==> src/rtl/mem_arbiter.sv <==
// mem_arbiter: round-robin burst arbiter sharing one memory port between I-cache refills and D-cache refills/writebacks
module mem_arbiter #(
    parameter int WORD_WIDTH = 32,
    parameter int LINE_WORDS = 4
) (
    input  logic                  clk,
    input  logic                  rst,
    input  logic                  i_req,
    input  logic [WORD_WIDTH-1:0] i_addr,
    output logic [WORD_WIDTH-1:0] i_rdata,
    output logic                  i_rvalid,
    output logic                  i_done,
    input  logic                  d_req,
    input  logic                  d_we,
    input  logic [WORD_WIDTH-1:0] d_addr,
    input  logic [WORD_WIDTH-1:0] d_wdata,
    output logic                  d_wnext,
    output logic [WORD_WIDTH-1:0] d_rdata,
    output logic                  d_rvalid,
    output logic                  d_done,
    output logic                  mem_read,
    output logic                  mem_write,
    output logic [WORD_WIDTH-1:0] mem_addr,
    output logic [WORD_WIDTH-1:0] mem_wdata,
    input  logic [WORD_WIDTH-1:0] mem_rdata,
    input  logic                  mem_ready,
    output logic                  busy
);
    localparam int BW = LINE_WORDS > 1 ? $clog2(LINE_WORDS) : 1;

    typedef enum logic [2:0] {IDLE, XFER_I, XFER_DRD, XFER_DWR, RELEASE} state_t;

    state_t                state_q, state_d;
    logic [BW-1:0]         beat_q, beat_d;
    logic [WORD_WIDTH-1:0] base_q, base_d;
    logic                  last_d_q, last_d_d;
    logic                  xfer, last_beat, pick_d;

    assign xfer      = state_q inside {XFER_I, XFER_DRD, XFER_DWR};
    assign last_beat = beat_q == BW'(LINE_WORDS - 1);
    // D wins unless I is also asking and D had the previous grant
    assign pick_d    = d_req & (~i_req | ~last_d_q);

    assign busy      = state_q != IDLE;
    assign mem_read  = (state_q == XFER_I) | (state_q == XFER_DRD);
    assign mem_write = state_q == XFER_DWR;
    assign mem_addr  = xfer ? base_q + WORD_WIDTH'({beat_q, 2'b00}) : '0;
    assign mem_wdata = mem_write ? d_wdata : '0;
    assign i_rdata   = mem_rdata;
    assign d_rdata   = mem_rdata;
    assign i_rvalid  = mem_ready & (state_q == XFER_I);
    assign d_rvalid  = mem_ready & (state_q == XFER_DRD);
    assign d_wnext   = mem_ready & mem_write;
    assign i_done    = i_rvalid & last_beat;
    assign d_done    = (d_rvalid | d_wnext) & last_beat;

    // Grant, beat advance and release sequencing
    always_comb begin
        state_d  = state_q;
        beat_d   = beat_q;
        base_d   = base_q;
        last_d_d = last_d_q;
        case (state_q)
            IDLE: if (i_req | d_req) begin
                base_d   = (pick_d ? d_addr : i_addr) & ~WORD_WIDTH'(3);
                beat_d   = '0;
                last_d_d = pick_d;
                state_d  = pick_d ? (d_we ? XFER_DWR : XFER_DRD) : XFER_I;
            end
            RELEASE: state_d = IDLE;
            default: if (mem_ready) begin
                beat_d  = beat_q + BW'(1);
                state_d = last_beat ? RELEASE : state_q;
            end
        endcase
    end

    // State registers; reset leaves I as last grant so D wins the first tie
    always_ff @(posedge clk) begin
        if (rst) begin
            state_q  <= IDLE;
            beat_q   <= '0;
            base_q   <= '0;
            last_d_q <= 1'b0;
        end else begin
            state_q  <= state_d;
            beat_q   <= beat_d;
            base_q   <= base_d;
            last_d_q <= last_d_d;
        end
    end
endmodule

==> config.mk <==
export PLATFORM = sky130hd
export DESIGN_NAME = mem_arbiter
export DESIGN_NICKNAME = d
export VERILOG_FILES = /design/src/rtl/mem_arbiter.sv
export SDC_FILE = /design/constraint.sdc
export NUM_CORES = 1
export LEC_CHECK = 0
export CAP_MARGIN = 20
export CELL_PAD_IN_SITES_DETAIL_PLACEMENT = 1
export CELL_PAD_IN_SITES_GLOBAL_PLACEMENT = 1
export CORE_AREA = 2 2 103 144
export CTS_CLUSTER_DIAMETER = 40
export DETAILED_ROUTE_END_ITERATION = 8
export DIE_AREA = 0 0 105 146
export PLACE_DENSITY_LB_ADDON = 0.08
export SETUP_SLACK_MARGIN = 0.05
export SLEW_MARGIN = 10
export SYNTH_ARGS = -nofsm -noshare
export SYNTH_HDL_FRONTEND = slang
export SYNTH_SLANG_ARGS = --single-unit
export TNS_END_PERCENT = 5
==> constraint.sdc <==
create_clock -name clk -period 6.1 [get_ports clk]
set_input_delay 1.525 -clock clk [delete_from_list [all_inputs] [get_ports clk]]
set_output_delay 1.525 -clock clk [all_outputs]
set_load 0.01 [all_outputs]
==> impl_metrics.tcl <==
set metrics [dict create \
    status "complete, no violations" \
    yosys_warnings 0 \
    ctsHtreeMaxLevel 2 \
    dieArea_um2 15300 \
    cts_buffers 5 \
    drc 0 \
    cts_max_path_buffers 2 \
    cts_sinks 36 \
    dpl.cell_count 670 \
    fp.coreArea_um2 13900 \
    ys_async_sr_fraction_pct 0 \
    antenna_found_initial 0 \
    port_buffers 167 \
    cap_violations 0 \
    finalSetupTns_ns 0 \
    grt_pass1_vias 3285 \
    postCtsSetupBuffers 0 \
    hold_path_startpoint "beat_q[0]" \
    fin_skew_ns 0.00542 \
    worstMarginPinSlew_ns 0.902 \
    cts_root_buffer "clkbuf_16" \
    hpwlAfterDp_mm 9.05 \
    rsz0062_at_grt "false" \
    crit_fanout 7 \
    layout_min_cycle_time_ns 4.75 \
    end_kind "output port" \
    comb_power_share_pct 35.4 \
    arrival_ns 3.23 \
    ctsResizeCount 0 \
    start_util_pct 22.8 \
    wirelength_mm 11.5 \
    postCtsHoldBufs 0 \
    post_drt_wl_per_cell_um 17.0 \
    fmax_ghz 0.210 \
    insertedDiodeCount 0 \
    die_w_um 105 \
    final_nets 631 \
    ys.flop_type "dfxtp_1" \
    intPower_mw 0.604 \
    crit_path_start_kind "primary input" \
    dpl_cell_area_um2 4470 \
    vias_per_cell 4.56 \
    max-slew-margin-rel_pct 39.9 \
    hold_viol 0 \
    slew_viol_final 0 \
    fin_cells 679 \
    drive_gt1_share_pct 4.05 \
    grtUsageTotal_pct 14.7 \
    clock_latency_ns 0.28 \
    timing.rr.start "state_q[1]" \
    ir_drop_v 0.0000985 \
    p_seq_share_pct 35.3 \
    synth_cell_types 45 \
    grt_remaining_overflow 0 \
    die_h_um 146 \
    synthesis.area_um2 3170 \
    cts_tree "yes" \
    grt_pass1_wl_mm 17.7 \
    row_count 51 \
    leakagePower_nw 1.65 \
    required_ns 4.58 \
    power.density_nw_per_um2 191 \
    final_area_um2 4640 \
    setup_viol_count_final 0 \
    ios 270 \
    grt_max_degree 62 \
    syn_area_per_cell_um2 7.76 \
    p_sw_share_pct 31.9 \
    power.share.clock_pct 29.3 \
    synth-seq-cells 36 \
    ys_seq_area_share_pct 22.8 \
    crit_type "primary input to output port" \
    gp_congestion 0.715 \
    syn_to_final_growth_pct 46.6 \
    clk_pin_slew_ns 0.05 \
    hold_class "flip-flop to flip-flop" \
    synth-edff-count 0 \
    dr.pass1.iters 4 \
    startpoint "mem_ready" \
    ant_nets 0 \
    switching_power_mw 0.282 \
    first_iter_violations 81 \
    routed-via-count 3095 \
    finalCritPeriodShare_pct 77.9 \
    synthCells 408 \
    timing.hold.ws_ns 0.501 \
]
path summary, 6_finish.rpt:
check / endpoint / slack (ns) / cells past startpoint
worst min register to register: beat_q[0] / 0.50 / 2
worst max-delay path: d_done / 1.35 / 4
worst min-delay path: beat_q[0] / 0.50 / 2
worst max register to register: base_q[22] / 4.02 / 5
logic make-up (layout without fill, tap and decap cells):
| group | count (synthesis) | count (layout) | synth area share [%] |
|---|---|---|---|
| AOI/OAI and AO/OA | 74 | 74 | 15.3 |
| xor gates and xnor gates | 13 | 13 | 3.60 |
| adders and majority gates | 4 | 4 | 1.82 |
| buffers and inverters | 101 | 186 | 20.9 |
| DFF | 36 | 36 | 22.8 |
| muxes | 31 | 31 | 9.80 |
| other | 1 | 2 | 0.118 |
| and+or+nand+nor | 148 | 148 | 25.7 |
cells in the mapped netlist (8+ instances only):
library cell  count  area (um2)
a211oi_1         30         225
a21oi_1          20         100
and2_1           36         225
buf_4            67         503
clkbuf_1         19        71.3
dfxtp_1          36         721
mux2i_1          31         310
nand2_1          12        45.0
nand3_1           8        40.0
nor2_1           46         173
o21ai_0           9        45.0
o31ai_1           8        60.1
or4_1            11        82.6
critical path, stage by stage:
cell	delay (ns)
clkdlybuf4s50_1	0.57
nand2_1	0.13
nor3b_1	0.38
clkdlybuf4s50_1	0.63
per-layer routing:
metal | up-vias | global-route usage [%] | wire length (um)
li1 | 1527 | - | -
met1 | 1415 | 15.2 | 4420
met2 | 122 | 27.9 | 6050
met3 | 31 | 3.27 | 733
met4 | 0 | 6.13 | 336
met5 | - | 0 | 0
through the flow:
step	power [mW]	utilization, %	setup WS, ns
final	0.886	33.4	1.35
after global routing	0.946	33.4	1.14
after CTS	0.900	33.2	1.25
after detailed placement	0.634	32.2	1.26
after global placement	0.627	32.2	1.27
after floorplan	0.509	-	2.32
area by class of cell:
cell class	instances	area (um2)
clock buffer	8	146
sequential	36	721
tap	185	231
inverter	7	26.3
fill	1703	9270
multi-input combinational	272	1800
timing repair buffer	171	1710
state kept, by name, summed over array words and instances (netlist names):
| register | flops |
|---|---|
| state_q | 3 |
| last_d_q | 1 |
| beat_q | 2 |
| base_q | 30 |
layout by cell type (no fill, tap or decap), drive strengths merged, types with 2 or more instances in the layout:
cell type | netlist | layout
a211oi | 30 | 30
nor2 | 46 | 46
and2 | 36 | 36
nor4bb | 2 | 2
nor4 | 2 | 2
a21oi | 20 | 20
or3 | 7 | 7
clkdlybuf4s50 | 0 | 167
o21ai | 9 | 9
o211ai | 2 | 2
nand3 | 8 | 8
nand4 | 8 | 8
and4 | 2 | 2
dfxtp | 36 | 36
buf | 74 | 4
xor2 | 7 | 7
ha | 3 | 3
nand2 | 12 | 12
or2 | 3 | 3
or4 | 12 | 12
conb | 1 | 2
clkbuf | 20 | 8
xnor2 | 6 | 6
mux2i | 31 | 31
o31ai | 8 | 8
nor3 | 4 | 4
inv | 7 | 7
power by group through the flow:
stage | registers [mW] | clock network (mW) | logic (mW)
global route | 0.321 | 0.279 | 0.347
global placement | 0.316 | 0 | 0.312
detailed placement | 0.317 | 0 | 0.316
finish | 0.313 | 0.259 | 0.314
CTS | 0.313 | 0.269 | 0.318
floorplan | 0.301 | 0 | 0.208
Power figures use the tool's default switching activity.
